File: config.mk
export PLATFORM = sky130hd
export DESIGN_NAME = alu_issue_stage
export DESIGN_NICKNAME = d
export VERILOG_FILES = /design/src/rtl/alu_issue_stage.sv
export SDC_FILE = /design/constraint.sdc
export NUM_CORES = 1
export LEC_CHECK = 0
export CORE_MARGIN = 4
export CORE_UTILIZATION = 32
export CTS_BUF_LIST = sky130_fd_sc_hd__clkbuf_16
export CTS_CLUSTER_SIZE = 20
export DETAILED_ROUTE_END_ITERATION = 7
export HOLD_SLACK_MARGIN = 0.15
export MAX_ROUTING_LAYER = met4
export PLACE_DENSITY = 0.59
export SLEW_MARGIN = 20
export SYNTH_ARGS = -nofsm -noshare
export SYNTH_HDL_FRONTEND = slang
export SYNTH_SLANG_ARGS = --single-unit
File: constraint.sdc
create_clock -name clk -period 2.33 [get_ports clk]
set_input_delay 0.3495 -clock clk [delete_from_list [all_inputs] [get_ports clk]]
set_output_delay 0.3495 -clock clk [all_outputs]
set_load 0.03 [all_outputs]
File: src/rtl/alu_issue_stage.sv
// alu_issue_stage: ID/EX issue stage feeding the ALU.
// Decodes an RV32I instruction into an ALU control code plus operands A/B and
// registers them behind a two-entry (main + skid) buffer. The buffer keeps one
// instruction per cycle flowing while the execute side applies backpressure.
//
// Ports
//   clk, rst                 rising-edge clock, synchronous active-high reset
//   in_valid / in_ready      upstream handshake (in_ready = skid buffer empty)
//   instr, pc                instruction word and its address
//   rs1_data, rs2_data       register-file read data
//   flush                    drop every buffered instruction (branch redirect)
//   out_valid / out_ready    execute-side handshake
//   Read_data1, Mux_Data     ALU operands A and B
//   ALU_Control              ALU operation code
//   rd_addr, rd_we           destination register and write-back enable
//   illegal                  instruction encoding not supported
module alu_issue_stage #(
  parameter int unsigned XLEN   = 32,
  parameter int unsigned CTRL_W = 6
) (
  input  logic              clk,
  input  logic              rst,
  input  logic              in_valid,
  output logic              in_ready,
  input  logic [31:0]       instr,
  input  logic [XLEN-1:0]   pc,
  input  logic [XLEN-1:0]   rs1_data,
  input  logic [XLEN-1:0]   rs2_data,
  input  logic              flush,
  output logic              out_valid,
  input  logic              out_ready,
  output logic [XLEN-1:0]   Read_data1,
  output logic [XLEN-1:0]   Mux_Data,
  output logic [CTRL_W-1:0] ALU_Control,
  output logic [4:0]        rd_addr,
  output logic              rd_we,
  output logic              illegal
);

  // Shared ALU control codes
  localparam logic [CTRL_W-1:0] AND_CTRL  = CTRL_W'(6'b000000);
  localparam logic [CTRL_W-1:0] OR_CTRL   = CTRL_W'(6'b000001);
  localparam logic [CTRL_W-1:0] ADD_CTRL  = CTRL_W'(6'b000010);
  localparam logic [CTRL_W-1:0] XOR_CTRL  = CTRL_W'(6'b000011);
  localparam logic [CTRL_W-1:0] SLL_CTRL  = CTRL_W'(6'b000100);
  localparam logic [CTRL_W-1:0] SRL_CTRL  = CTRL_W'(6'b000101);
  localparam logic [CTRL_W-1:0] SUB_CTRL  = CTRL_W'(6'b000110);
  localparam logic [CTRL_W-1:0] SLT_CTRL  = CTRL_W'(6'b000111);
  localparam logic [CTRL_W-1:0] SLTU_CTRL = CTRL_W'(6'b001000);
  localparam logic [CTRL_W-1:0] SRA_CTRL  = CTRL_W'(6'b001001);

  localparam logic [6:0] OP_R     = 7'b0110011;
  localparam logic [6:0] OP_I     = 7'b0010011;
  localparam logic [6:0] OP_LOAD  = 7'b0000011;
  localparam logic [6:0] OP_STORE = 7'b0100011;
  localparam logic [6:0] OP_LUI   = 7'b0110111;
  localparam logic [6:0] OP_AUIPC = 7'b0010111;

  localparam logic [6:0] F7_ZERO = 7'b0000000;
  localparam logic [6:0] F7_ALT  = 7'b0100000;

  typedef struct packed {
    logic [XLEN-1:0]   a;
    logic [XLEN-1:0]   b;
    logic [CTRL_W-1:0] ctrl;
    logic [4:0]        rd;
    logic              we;
    logic              ill;
  } payload_t;

  // Base operation for a funct3 value (funct7-dependent variants resolved by caller)
  function automatic logic [CTRL_W-1:0] f3_ctrl(input logic [2:0] f3);
    case (f3)
      3'b000:  f3_ctrl = ADD_CTRL;
      3'b001:  f3_ctrl = SLL_CTRL;
      3'b010:  f3_ctrl = SLT_CTRL;
      3'b011:  f3_ctrl = SLTU_CTRL;
      3'b100:  f3_ctrl = XOR_CTRL;
      3'b101:  f3_ctrl = SRL_CTRL;
      3'b110:  f3_ctrl = OR_CTRL;
      default: f3_ctrl = AND_CTRL;
    endcase
  endfunction

  payload_t main_q, main_d, skid_q, skid_d, dec_c;
  logic     main_valid_q, main_valid_d, skid_valid_q, skid_valid_d;

  logic [6:0]      opcode_c, f7_c;
  logic [2:0]      f3_c;
  logic [XLEN-1:0] imm_i_c, imm_s_c, imm_u_c, shamt_c;

  assign opcode_c = instr[6:0];
  assign f3_c     = instr[14:12];
  assign f7_c     = instr[31:25];
  assign imm_i_c  = XLEN'({{20{instr[31]}}, instr[31:20]});
  assign imm_s_c  = XLEN'({{20{instr[31]}}, instr[31:25], instr[11:7]});
  assign imm_u_c  = XLEN'({instr[31:12], 12'b0});
  assign shamt_c  = XLEN'({27'b0, instr[24:20]});

  // Instruction decode into the issue payload
  always_comb begin
    dec_c      = '0;
    dec_c.ctrl = ADD_CTRL;
    dec_c.rd   = instr[11:7];
    dec_c.a    = rs1_data;
    case (opcode_c)
      OP_R: begin
        dec_c.b    = rs2_data;
        dec_c.we   = 1'b1;
        dec_c.ctrl = f3_ctrl(f3_c);
        if (f7_c == F7_ALT && f3_c == 3'b000)      dec_c.ctrl = SUB_CTRL;
        else if (f7_c == F7_ALT && f3_c == 3'b101) dec_c.ctrl = SRA_CTRL;
        else if (f7_c != F7_ZERO)                  dec_c.ill  = 1'b1;
      end
      OP_I: begin
        dec_c.we   = 1'b1;
        dec_c.ctrl = f3_ctrl(f3_c);
        dec_c.b    = imm_i_c;
        if (f3_c == 3'b001) begin
          dec_c.b = shamt_c;
          if (f7_c != F7_ZERO) dec_c.ill = 1'b1;
        end else if (f3_c == 3'b101) begin
          dec_c.b = shamt_c;
          if (f7_c == F7_ALT)        dec_c.ctrl = SRA_CTRL;
          else if (f7_c != F7_ZERO)  dec_c.ill  = 1'b1;
        end
      end
      OP_LOAD: begin
        dec_c.b  = imm_i_c;
        dec_c.we = 1'b1;
      end
      OP_STORE: begin
        dec_c.b  = imm_s_c;
      end
      OP_LUI: begin
        dec_c.a  = '0;
        dec_c.b  = imm_u_c;
        dec_c.we = 1'b1;
      end
      OP_AUIPC: begin
        dec_c.a  = pc;
        dec_c.b  = imm_u_c;
        dec_c.we = 1'b1;
      end
      default: dec_c.ill = 1'b1;
    endcase
    // Unsupported encodings still flow through as inert add entries
    if (dec_c.ill) begin
      dec_c.a    = '0;
      dec_c.b    = '0;
      dec_c.ctrl = ADD_CTRL;
      dec_c.we   = 1'b0;
    end
    if (dec_c.rd == 5'd0) dec_c.we = 1'b0;
  end

  // Main/skid buffer next state; skid only fills while main is stalled
  always_comb begin
    main_d       = main_q;
    skid_d       = skid_q;
    main_valid_d = main_valid_q;
    skid_valid_d = skid_valid_q;
    if (flush) begin
      main_valid_d = 1'b0;
      skid_valid_d = 1'b0;
    end else if (!main_valid_q || out_ready) begin
      if (skid_valid_q) begin
        main_d       = skid_q;
        main_valid_d = 1'b1;
        skid_valid_d = 1'b0;
      end else if (in_valid) begin
        main_d       = dec_c;
        main_valid_d = 1'b1;
      end else begin
        main_valid_d = 1'b0;
      end
    end else if (in_valid && !skid_valid_q) begin
      skid_d       = dec_c;
      skid_valid_d = 1'b1;
    end
  end

  // Buffer state registers
  always_ff @(posedge clk) begin
    if (rst) begin
      main_q       <= '0;
      skid_q       <= '0;
      main_valid_q <= 1'b0;
      skid_valid_q <= 1'b0;
    end else begin
      main_q       <= main_d;
      skid_q       <= skid_d;
      main_valid_q <= main_valid_d;
      skid_valid_q <= skid_valid_d;
    end
  end

  assign in_ready    = ~skid_valid_q;
  assign out_valid   = main_valid_q;
  assign Read_data1  = main_q.a;
  assign Mux_Data    = main_q.b;
  assign ALU_Control = main_q.ctrl;
  assign rd_addr     = main_q.rd;
  assign rd_we       = main_q.we;
  assign illegal     = main_q.ill;

endmodule

== After elaboration in Yosys (flattened, before gate mapping) ==
Index checks and enable logic that the tools add are counted.

* Register bits after elaboration: 156
* Input port bits: 133
* Output and inout port bits: 79
* Logic and storage cells: 72

* Eq/ne operators: 13
* Muxes and demuxes: 25
* Bitwise operators: 3
* Reductions and logical operators: 17

{| class="wikitable"
|+ Operator list
! operator !! count
|-
| $pmux W32 S5 || 1
|-
| $mux W77 || 2
|-
| $mux W70 || 1
|-
| $pmux W32 S2 || 1
|-
| $mux W38 || 1
|-
| $mux W32 || 1
|-
| $eq A7 B6 Y1 const B || 4
|-
| $pmux W4 S7 || 1
|-
| $mux W6 || 4
|-
| $eq A7 B5 Y1 const B || 2
|-
| $pmux W6 S2 || 1
|-
| $mux W1 || 11
|-
| $eq A3 B3 Y1 const B || 3
|-
| $eq A7 B2 Y1 const B || 1
|-
| $reduce_bool A7 Y1 || 1
|-
| $eq A3 B2 Y1 const B || 2
|-
| $reduce_and A3 Y1 || 2
|-
| $logic_not A5 Y1 || 1
|-
| $reduce_or A5 Y1 || 1
|-
| $reduce_or A2 Y1 || 2
|-
| $reduce_or A4 Y1 || 1
|-
| $eq A3 B1 Y1 const B || 1
|-
| $logic_and A1 B1 Y1 || 3
|-
| $logic_not A3 Y1 || 1
|-
| other kinds (6) || 9
|}

== Longest topological paths before layout ==
* Word-level depth: 10
* Mapped depth: 8
* Mapped depth without buffers: 5

== Worst setup path before layout ==
OpenSTA, ideal clock, no wires.

* Path kind: flip-flop to flip-flop
* From: reg main_valid_q (netlist: out_valid)
* To: reg main_q, in the netlist Read_data1[21]
* Setup time: 76 ps
* Arrival: 1841 ps
* Data required time: 2254 ps
* Setup slack: 413 ps
* Cell stages (with the launch flop): 8
* Path buffers: 3
* Period minus slack after synthesis: 1917 ps
* Cell sequence: dfxtp_1 -> nor2b_1 -> or3_1 -> clkbuf_1 -> buf_2 -> clkbuf_1 -> a21oi_1 -> o22ai_1

* Word-level cells in the longest chain between the ends: 3

{| class="wikitable"
|+ RTL lines
! what !! line !! source
|-
| start, declared || 86 || <nowiki>logic main_valid_q, main_valid_d, skid_valid_q, skid_valid_d;</nowiki>
|-
| start signal, assigned || 193 || <nowiki>main_valid_q <= main_valid_d;</nowiki>
|-
| $logic_not A1 Y1 || 166 || <nowiki>end else if (!main_valid_q || out_ready) begin</nowiki>
|-
| $logic_or A1 B1 Y1 || 166 ||
|-
| $reduce_and A3 Y1 (no source line) || - ||
|-
| end signal, assigned || 191 || <nowiki>main_q <= main_d;</nowiki>
|-
| end, declared || 85 || <nowiki>payload_t main_q, main_d, skid_q, skid_d, dec_c;</nowiki>
|}

Every way passes these cells.
A chain may end at the register's enable or synchronous reset.

== Worst setup path after layout ==
* From: in instr[26]
* To: reg main_q, in the netlist ALU_Control[1]

* Word-level cells in the longest chain between the ends: 9
* Elaborated cells on any way between the ends: 20
* Classes of those cells: eq/ne: 1; mux: 16; reduce/logical: 3

{| class="wikitable"
|+ RTL lines
! what !! line !! source
|-
| start, declared || 25 || <nowiki>input logic [31:0] instr,</nowiki>
|-
| $reduce_bool A7 Y1 || 113, 121, 125 ||
|-
| $mux W1 || 113, 121, 125 ||
|-
| $mux W1 || 124 || <nowiki>if (f7_c == F7_ALT) dec_c.ctrl = SRA_CTRL;</nowiki>
|-
| $mux W1 || 122 || <nowiki>end else if (f3_c == 3'b101) begin</nowiki>
|-
| $mux W1 || 119 || <nowiki>if (f3_c == 3'b001) begin</nowiki>
|-
| $pmux W1 S3 || 106 || <nowiki>case (opcode_c)</nowiki>
|-
| $mux W70 * || 148 || <nowiki>if (dec_c.ill) begin</nowiki>
|-
| $mux W77 * || 171 || <nowiki>end else if (in_valid) begin</nowiki>
|-
| $mux W77 * || 167 || <nowiki>if (skid_valid_q) begin</nowiki>
|}

Mark *: on every way between the ends. The rest lies on a longest branch, timed or not. The select of a mux whose other input is x is not followed.

==> results.toml <==
[outcome]
run_status = "finished, final reports clean"

[power_and_ir_drop]
power.share.combinational_pct = 11.8
power_leakage_nw = 3.86
internal_power_mw = 4.56
power.switching_mw = 1.51
pwr-share-clk_pct = 45.0
power_per_cell_area_nw_per_um2 = 572
reg_power_share_pct = 43.2
max-vdd-ir-drop_v = 0.000451
power_switching_share_pct = 24.8

[place]
place_worst_setup_slack_ns = -0.123
gp_routability_congestion = 0.870
dp_cells = 1297
dp.final_hpwl_um = 18000
placement.io_buffers = 209

[timing]
final_hold_viol_count = 0
rsz0062_at_grt = "no"
min_period_ns = 2.05
layout_worst_path_cycle_share_pct = 87.9
worst_clock_skew_ns = 0.00623
timing.slew.headroom_pct = 58.3
actual_slew_at_the_worst_max_slew_pin_ns = 0.626
maxClockFrequency_ghz = 0.488
setup_viols_final = 0
slew_viol_final = 0
worst_setup_slack_final_ns = 0.281

[setup_path]
cpPeakStageDelay_ns = 0.46
critical_path.slowest_cell = "clkdlybuf4s50_1"
timing.critical_path.to_type = "flip-flop"
worstPathArrival_ns = 2.36
critical_path.max_fanout = 3
cpLargestDelayFamily = "compound AO/OA/AOI/OAI gates"
worst_setup_sp_type = "input port"
timing.setup.critical_path_class = "input port to flip-flop"
path_cells = "clkdlybuf4s50_1 > nor4_4 > nand3_2 > a221oi_4 > buf_4 > nand3_1 > a221o_1"
r2r_slack_ns = 0.48
timing.critical_path.required_ns = 2.64
cp.buffers_inverters = 2

[final_layout]
n_antenna_cell = 0
final-seq-area_um2 = 3040
post-route-util_pct = 46.7
num-nets-final = 1164
area_growth_syn_to_layout_pct = 43.4
final_cell_count_no_fill = 1329
multi_input_combinational_cell_area_um2 = 3890
fillCellCount = 2237
post_route_cells_drive_above_1_share_pct = 13.8

[clock_tree]
cts_tree = "yes"
clock_insertion_delay_worst_skew_ns = 0.42
number_of_cells_upsized_or_downsized_after_cts = 0
clock_sink_count = 152
cts-buffers-inserted = 17
cts_htree_levels = 4
post_cts_setup_inserts = 0
cts.path.max_buffers = 2
cts_hold_buf = 0
root_buffer = "clkbuf_16"
cts.clk_slew.worst_paths_ns = 0.06

[floorplanning]
chipWidth_um = 160
design.portCount = 212
die_h_um = 160
die_area_um2 = 25600
floorplan.core_area_um2 = 22700
num_rows = 55
initial_standard_cell_utilization_of_the_core_pct = 32.6

[yosys]
yosysWarningCount = 0
synth.largest_area_cell = "dfxtp_1"
async_flop_share_pct = 0
synthFlopType = "dfxtp_1"
synthDominantCellAreaShare_pct = 41.1
post_synth_instance_area_um2 = 7400
synth.area.top_cells = "dfxtp_1 41%, a21oi_1 6.9%, nand3b_1 6.2%"
synthDistinctLibCells = 53
cell_count_after_synthesis = 831
ys_seq_area_share_pct = 41.1
number_of_enable_flip_flop_cells_after_synthesis = 0
syn_area_per_cell_um2 = 8.91
synth_seq_cells = 152

[detailed_routing]
drt_drc_violations_left = 0
number_of_vias_per_cell = 5.52
wl_um = 26600
detailroute.via_count = 7332
ant_nets = 0
detail_route.wl_per_cell_um = 20.0
router_iterations_before_antenna_repair = 5
drt_iter0_drc = 506

[flow_run]
drv.max_cap_violation_count = 0

[global_routing]
global_route.overflow_total = 0
grt_usage_pct = 20.4
antenna_found_initial = 0
grt_pass1_vias = 7056
wire_length_of_the_first_global_routing_pass_um = 40900
pin_count_of_the_biggest_net_entering_global_routing = 63

[worst_hold_path]
worst_hold_path_type = "input port to flip-flop"
## synth_stat cells (2+ instances only)
master	n
clkbuf_1	72
nand3_1	9
a22o_1	19
a31o_2	6
nor3_1	2
nand3b_1	61
nor2b_1	35
a31oi_1	33
nand2b_1	4
o41ai_1	2
o31ai_2	22
buf_4	5
mux2i_1	10
nor4_4	2
and3_1	64
dfxtp_1	152
a221o_1	2
o22ai_1	62
nand4_1	6
o31ai_1	39
a21oi_1	102
buf_6	12
nor4_1	2
o21a_1	3
inv_1	3
a22oi_1	6
or4_1	2
a211oi_1	13
or3_1	2
nor2_1	23
buf_2	6
nand2_1	29
## layout by cell type, fill, tap and decap left out, types with 29 or more instances in the layout
cell type,synthesis,final
nor2b_1,35,35
buf_4,5,57
dfxtp_1,152,151
o22ai_1,62,62
nand2_1,29,29
o31ai_1,39,39
clkdlybuf4s50_1,0,208
a31oi_1,33,33
and3_1,64,63
nand3b_1,61,61
a21oi_1,102,102
## per-layer routing
metal,global-route usage [%],up-vias,wire length [um]
met5,-,-,0
met4,6.49,0,463
met3,2.97,25,1350
met2,31.9,244,12600
met1,27.4,3515,12200
li1,-,3548,-
## power by group through the flow
stage                     Combinational (mW)  Sequential [mW]  Clock [mW]
after floorplan                        0.280             2.70           0
after global placement                 0.715             2.68           0
after detailed placement               0.715             2.68           0
after CTS                              0.718             2.62        2.80
after global routing                   0.762             2.62        2.90
final                                  0.717             2.62        2.73
## registers in the layout, summed over array words and instances (netlist names)
signal / count
out_valid: 1
skid_valid_q: 1
Mux_Data: 32
ALU_Control: 4
illegal: 1
rd_we: 1
Read_data1: 32
rd_addr: 5
skid_q: 75
## worst paths after layout
kind | startpoint | to | depth (start not counted)
worst max register to register | out_valid$_SDFFE_PP0P_ | ALU_Control[3]$_SDFFE_PP0P_ | 6
worst min-delay path | rst | ALU_Control[3]$_SDFFE_PP0P_ | 4
worst max-delay path | instr[26] | ALU_Control[1]$_SDFFE_PP0P_ | 7
worst min register to register | skid_q[1]$_SDFFE_PP0P_ | skid_q[1]$_SDFFE_PP0P_ | 2
## through the flow
step	setup TNS (ns)	power [mW]	cell area [um^2]	hold slack, ns
3_3_place_gp	-5.96	3.39	10000	0.440
3_5_place_dp	-8.63	3.39	10000	0.443
5_1_grt	0	6.28	10600	0.356
4_1_cts	0	6.14	10600	0.338
6_report	0	6.07	10600	0.353
2_1_floorplan	0	2.98	7410	0.428
## layout make-up
class / count / share of cell area, %
Sequential cell: 152 / 28.7
Clock buffer: 17 / 4.01
Tap cell: 285 / 3.36
Clock inverter: 15 / 1.41
Inverter: 4 / 0.141
Timing Repair Buffer: 276 / 25.7
Multi-Input combinational cell: 580 / 36.7
## worst reg2reg max path: stages, from the launching register on
cell and delay [ns]:
dfxtp_1 0.34, nor2b_1 0.47, or3_2 0.31, buf_4 0.31, nand2_1 0.10, a21o_1 0.16
o31ai_1 0.07
## kinds of logic (layout without fill, tap and decap cells)
kind of cell	Yosys count	in the layout	synth area share, %
other cells	1	2	0.0507
buf+inv	100	312	6.64
simple gates	250	250	21.3
flops	152	152	41.1
mux	10	10	1.35
xor+xnor	1	1	0.118
compound gates	317	317	29.5
Power figures use the tool's default switching activity.
